--- config.mk ---
export PLATFORM = sky130hd
export DESIGN_NAME = stopwatch_ctrl
export DESIGN_NICKNAME = d
export VERILOG_FILES = /design/src/rtl/stopwatch_ctrl.sv
export SDC_FILE = /design/constraint.sdc
export NUM_CORES = 1
export LEC_CHECK = 0
export CAP_MARGIN = 25
export CORE_ASPECT_RATIO = 1.25
export CORE_MARGIN = 3
export CORE_UTILIZATION = 50
export DETAILED_ROUTE_END_ITERATION = 12
export GPL_TIMING_DRIVEN = 0
export PLACE_DENSITY = 0.75
export SLEW_MARGIN = 10
export SYNTH_ARGS = -nofsm -noshare
export SYNTH_HDL_FRONTEND = slang
export SYNTH_SLANG_ARGS = --single-unit
--- constraint.sdc ---
create_clock -name clk -period 2.3 [get_ports clk]
set_clock_uncertainty 0.05 [all_clocks]
set_input_delay 0.23 -clock clk [delete_from_list [all_inputs] [get_ports clk]]
set_output_delay 0.23 -clock clk [all_outputs]
set_load 0.005 [all_outputs]
--- src/rtl/stopwatch_ctrl.sv ---
// rtl/stopwatch_ctrl.sv - mm:ss stopwatch with run/pause/clear and optional lap hold
// Optional feature: define STOPWATCH_LAP_EN to include the LAP display-hold state.
module stopwatch_ctrl #(
   parameter int TICK_DIV = 1000000
) (
   input  logic       clk,
   input  logic       reset,
   input  logic       btn_go,
   input  logic       btn_clr,
   input  logic       btn_lap,
   output logic [5:0] sec,
   output logic [5:0] min,
   output logic       running,
   output logic       lap_active,
   output logic       tick,
   output logic       rollover
);

   localparam int PW = $clog2(TICK_DIV);
   localparam logic [PW-1:0] PRESC_MAX = PW'(TICK_DIV - 1);

   localparam logic [1:0] ST_IDLE  = 2'd0;
   localparam logic [1:0] ST_RUN   = 2'd1;
   localparam logic [1:0] ST_PAUSE = 2'd2;
   localparam logic [1:0] ST_LAP   = 2'd3;
`ifdef STOPWATCH_LAP_EN
   localparam logic [1:0] LAP_TGT  = ST_LAP;
`else
   localparam logic [1:0] LAP_TGT  = ST_RUN;
`endif

   logic [1:0]    state_q, state_d;
   logic          btn_go_q, btn_clr_q, btn_lap_q;
   logic          armed_q;
   logic [PW-1:0] presc_q, presc_d;
   logic [5:0]    isec_q, isec_d, imin_q, imin_d;
   logic [5:0]    sec_q, sec_d, min_q, min_d;
   logic          running_q, running_d, lap_active_q, lap_active_d;
   logic          tick_q, tick_d, rollover_q, rollover_d;
   logic          go_edge, clr_edge, lap_edge, run_now;

   // armed_q masks edges in the first cycle after reset so a held button is not seen as pressed
   assign go_edge  = btn_go  & ~btn_go_q  & armed_q;
   assign clr_edge = btn_clr & ~btn_clr_q & armed_q;
   assign lap_edge = btn_lap & ~btn_lap_q & armed_q;
   assign run_now  = (state_q == ST_RUN) || (state_q == ST_LAP);

   always_comb begin
      state_d = state_q;
      case (state_q)
         ST_IDLE:  if (go_edge) state_d = ST_RUN;
         ST_RUN:   if (go_edge) state_d = ST_PAUSE;
                   else if (lap_edge) state_d = LAP_TGT;
         ST_PAUSE: if (clr_edge) state_d = ST_IDLE;
                   else if (go_edge) state_d = ST_RUN;
`ifdef STOPWATCH_LAP_EN
         ST_LAP:   if (go_edge) state_d = ST_PAUSE;
                   else if (lap_edge) state_d = ST_RUN;
`endif
         default:  state_d = ST_IDLE;
      endcase
   end

   always_comb begin
      presc_d    = presc_q;
      isec_d     = isec_q;
      imin_d     = imin_q;
      rollover_d = 1'b0;
      tick_d     = run_now && (presc_q == PRESC_MAX);
      if (run_now) begin
         if (tick_d) begin
            presc_d = '0;
            if (isec_q == 6'd59) begin
               isec_d = 6'd0;
               if (imin_q == 6'd59) begin
                  imin_d     = 6'd0;
                  rollover_d = 1'b1;
               end else begin
                  imin_d = imin_q + 6'd1;
               end
            end else begin
               isec_d = isec_q + 6'd1;
            end
         end else begin
            presc_d = presc_q + PW'(1);
         end
      end
      if (state_d == ST_IDLE) begin
         presc_d = '0;
         isec_d  = 6'd0;
         imin_d  = 6'd0;
      end
   end

   always_comb begin
      running_d    = (state_d == ST_RUN) || (state_d == ST_LAP);
      lap_active_d = (state_d == ST_LAP);
      sec_d        = isec_d;
      min_d        = imin_d;
`ifdef STOPWATCH_LAP_EN
      // entering or staying in LAP freezes the display at the value shown at the lap edge
      if (state_d == ST_LAP) begin
         sec_d = sec_q;
         min_d = min_q;
      end
`endif
   end

   always_ff @(posedge clk) begin
      if (reset) begin
         state_q      <= ST_IDLE;
         btn_go_q     <= 1'b0;
         btn_clr_q    <= 1'b0;
         btn_lap_q    <= 1'b0;
         armed_q      <= 1'b0;
         presc_q      <= '0;
         isec_q       <= 6'd0;
         imin_q       <= 6'd0;
         sec_q        <= 6'd0;
         min_q        <= 6'd0;
         running_q    <= 1'b0;
         lap_active_q <= 1'b0;
         tick_q       <= 1'b0;
         rollover_q   <= 1'b0;
      end else begin
         state_q      <= state_d;
         btn_go_q     <= btn_go;
         btn_clr_q    <= btn_clr;
         btn_lap_q    <= btn_lap;
         armed_q      <= 1'b1;
         presc_q      <= presc_d;
         isec_q       <= isec_d;
         imin_q       <= imin_d;
         sec_q        <= sec_d;
         min_q        <= min_d;
         running_q    <= running_d;
         lap_active_q <= lap_active_d;
         tick_q       <= tick_d;
         rollover_q   <= rollover_d;
      end
   end

   assign sec        = sec_q;
   assign min        = min_q;
   assign running    = running_q;
   assign lap_active = lap_active_q;
   assign tick       = tick_q;
   assign rollover   = rollover_q;

endmodule

==> flow_metrics.py <==
metrics = {
    "synthesis": {
        "synth.yosys.seq_area_share_pct": 43.2,
        "syn_area_per_cell_um2": 8.71,
        "synth.yosys.warnings": 0,
        "synth_flop_cell": "sky130_fd_sc_hd__dfxtp_1",
        "synth-edff-count": 0,
        "synth_cell_type_count": 43,
        "post_synth_instance_area_mm2": 0.00190,
        "syn_inst": 218,
        "synth-async-reset-ratio_pct": 0,
        "ys_seq_elements": 41,
        "mappedNetlistNets": 226,
    },
    "timing": {
        "tightestPinTransition_ps": 690,
        "finalCritPeriodShare_pct": 96.9,
        "setup_ws_ps": 70.6,
        "finalHoldViolCount": 0,
        "timing.final.setup_violations": 0,
        "rsz0062_at_grt": "false",
        "maxSlewViolCount": 0,
        "fin_crit_ps": 2230,
        "maxSlewHeadroom_pct": 53.3,
        "maxClockFrequency_mhz": 449,
    },
    "critical_path": {
        "crit_path_top_delay_cell": "sky130_fd_sc_hd__or4_4",
        "crit_path_max_fanout": 5,
        "critical_path_required_ps": 2480,
        "critical_path.top_delay_family": "simple AND/OR/NAND/NOR gates",
        "timing_worst_setup_path_type": "register to register",
        "cpPeakStageDelay_ps": 580,
        "worst-endpoint-arrival_ps": 2410,
        "worst_path_most_repeated_cell": "sky130_fd_sc_hd__or4_4",
        "path_cells": "or4_4 -> or4_4 -> or4_4 -> a21oi_2",
        "critical_path_buf_inv_count": 0,
        "start_kind": "register",
        "cp-end-kind": "register",
    },
    "clocking": {
        "ctsHoldBuffers": 0,
        "cts.htree.levels": 2,
        "worst_skew_pair.late_latency_ps": 290,
        "cts_max_path_buffers": 2,
        "cts_inserted_buffers": 5,
        "clk_root_buffer_cell": "sky130_fd_sc_hd__clkbuf_8",
        "cts_tree": "yes",
        "numClockSinks": 41,
        "clkTransAtPathRegs_ps": 80,
    },
    "floorplan": {
        "starting_utilization_of_the_core_area_pct": 53.2,
        "floorplan.die.width_um": 61.1,
        "chipHeight_um": 74.9,
        "die_area_mm2": 0.00458,
        "num_rows": 24,
        "num_io_pins": 21,
        "placeableCoreArea_mm2": 0.00357,
    },
    "place": {
        "post_dp_cell_area_mm2": 0.00214,
        "place_congestion": 0.900,
        "preCtsSetupSlack_ps": -163,
        "port-buffer-count": 19,
        "dp_hpwl_mm": 2.98,
    },
    "routing": {
        "route.vias.total": 1723,
        "drt-total-wl_mm": 4.30,
        "firstDrtPassIters": 4,
        "routed_wire_length_per_instance_um": 15.1,
        "post-route-drc-count": 0,
        "antenna_violating_nets_post_route": 0,
        "routed_via_density": 6.05,
        "drt_iter0_drc": 90,
    },
    "global_route": {
        "grt_max_degree": 14,
        "gr-total-overflow": 0,
        "grt_first_pass_wirelength_mm": 7.31,
        "combined_global_route_utilization_of_all_metal_layers_pct": 21.3,
        "grt_antenna_before_repair": 0,
        "via_count_of_the_first_global_routing_pass": 1612,
    },
    "status": {
        "run_status": "complete, no violations",
    },
    "power_and_ir_drop": {
        "p_leak_uw": 0.000763,
        "power.density_mw_per_mm2": 591,
        "peakVddDrop_mv": 0.440,
    },
    "cells_and_area": {
        "layout_commonest_cell": "sky130_fd_sc_hd__dfxtp_1",
        "final_layout_size_suffix_gt1_share_pct": 11.4,
        "final_cell_mix": "sky130_fd_sc_hd__dfxtp_1, sky130_fd_sc_hd__clkdlybuf4s50_1, sky130_fd_sc_hd__a21oi_1, sky130_fd_sc_hd__nor2_1, sky130_fd_sc_hd__o21ai_0",
        "flow.area_growth_from_synthesis_pct": 22.5,
        "final_cell_area_mm2": 0.00233,
        "final.fill_count": 310,
        "final_nets": 253,
        "num_antenna_cells": 0,
    },
    "job": {
        "cap_viol_max_count": 0,
    },
    "worst_hold_path": {
        "hold_path.class": "register to register",
    },
}
[logic make-up (layout without fill, tap and decap cells)]
| family | Yosys count | count (layout) | share of synthesized area, % |
|---|---|---|---|
| fa+ha+maj | 3 | 3 | 1.98 |
| other cells | 1 | 1 | 0.197 |
| buf+inv | 12 | 40 | 2.50 |
| compound gates | 48 | 48 | 15.0 |
| simple gates | 99 | 99 | 30.4 |
| mux | 3 | 3 | 1.58 |
| flops | 41 | 41 | 43.2 |
| xor+xnor | 11 | 11 | 5.07 |
[stage by stage]
step / total power, uW / setup TNS [ps] / std cells / hold slack, ps / util (%)
floorplan: 768 / 0 / 218 / 248 / -
global placement: 788 / -1930 / 276 / 422 / 59.8
detailed placement: 790 / -1770 / 277 / 432 / 60.0
CTS: 1400 / 0 / 286 / 469 / 64.9
global route: 1430 / 0 / 285 / 471 / 65.1
finish: 1370 / 0 / 285 / 468 / 65.1
[worst reg2reg max path, delay by kind of cell, from the launching register on]
family          cells  cell delay [ps]
compound gates      1              150
simple gates        3             1620
flops               1              350
[cell type report]
class | instances | area, um2 | share of cell area, %
repair buffers | 21 | 203 | 8.71
multi-input cells | 165 | 1080 | 46.3
well taps | 39 | 48.8 | 2.10
plain buffers | 8 | 38.8 | 1.67
clock buffers | 6 | 82.6 | 3.55
flip-flops and latches | 41 | 828 | 35.6
inverters | 3 | 11.3 | 0.484
clock inverters | 2 | 37.5 | 1.61
[repair_timing]
action,4_1_cts,5_1_grt
setup buffers,1,0
hold endpoints to repair,0,0
resized for setup,14,7
gates cloned,0,0
setup endpoints to repair,18,16
pin swaps,1,1
[flip-flops by register name (all words and copies together) (netlist names)]
| name | cells |
|---|---|
| presc_q | 20 |
| armed_q | 1 |
| rollover | 1 |
| running | 1 |
| min | 6 |
| tick | 1 |
| btn_go_q | 1 |
| sec | 6 |
| btn_clr_q | 1 |
| lap_active | 1 |
| state_q | 2 |
[layer usage]
metal	global-route usage [%]	routed length [um]	vias up
li1	-	-	865
met1	25.0	1830	826
met2	38.0	2330	30
met3	4.80	130	2
met4	6.27	21	0
met5	0	0	-
[worst paths after layout]
path / end / slack, ps / cells after the start / start
max: sec[4] / 70 / 4 / presc_q[6]
min reg2reg: presc_q[18] / 470 / 2 / presc_q[18]
min: presc_q[18] / 470 / 2 / presc_q[18]
max reg2reg: sec[4] / 70 / 4 / presc_q[6]
[report_power, final]
group	total, uW	internal (uW)	switching, uW	leakage [uW]
combinational	56.1	24.5	31.6	0.000372
clock	599	353	246	0.0000574
sequential	719	715	3.85	0.000334
[synth_stat cells, types with 2 or more instances]
library cell,number,area share (%)
sky130_fd_sc_hd__and4_1,5,2.3
sky130_fd_sc_hd__nor3_1,2,0.53
sky130_fd_sc_hd__nand2b_1,2,0.66
sky130_fd_sc_hd__nand3b_1,2,0.79
sky130_fd_sc_hd__nor2b_1,5,1.6
sky130_fd_sc_hd__nor4_1,2,0.66
sky130_fd_sc_hd__nand4_1,9,3.0
sky130_fd_sc_hd__a311oi_1,3,1.4
sky130_fd_sc_hd__clkbuf_1,7,1.4
sky130_fd_sc_hd__o31ai_1,3,1.2
sky130_fd_sc_hd__a21oi_1,17,4.5
sky130_fd_sc_hd__dfxtp_1,41,43
sky130_fd_sc_hd__o21ai_0,14,3.7
sky130_fd_sc_hd__ha_1,3,2.0
sky130_fd_sc_hd__nand3_1,13,3.4
sky130_fd_sc_hd__or3_1,10,3.3
sky130_fd_sc_hd__nand2_1,13,2.6
sky130_fd_sc_hd__or4_1,4,1.6
sky130_fd_sc_hd__mux2i_1,3,1.6
sky130_fd_sc_hd__nor2_1,16,3.2
sky130_fd_sc_hd__xnor2_1,4,1.8
sky130_fd_sc_hd__o211ai_1,2,0.79
sky130_fd_sc_hd__nand4b_1,2,0.92
sky130_fd_sc_hd__and3_1,5,1.6
sky130_fd_sc_hd__a31oi_1,4,1.3
sky130_fd_sc_hd__and2_1,2,0.66
sky130_fd_sc_hd__inv_1,3,0.59
sky130_fd_sc_hd__xor2_1,7,3.2
(Power assumes the default switching activity.)
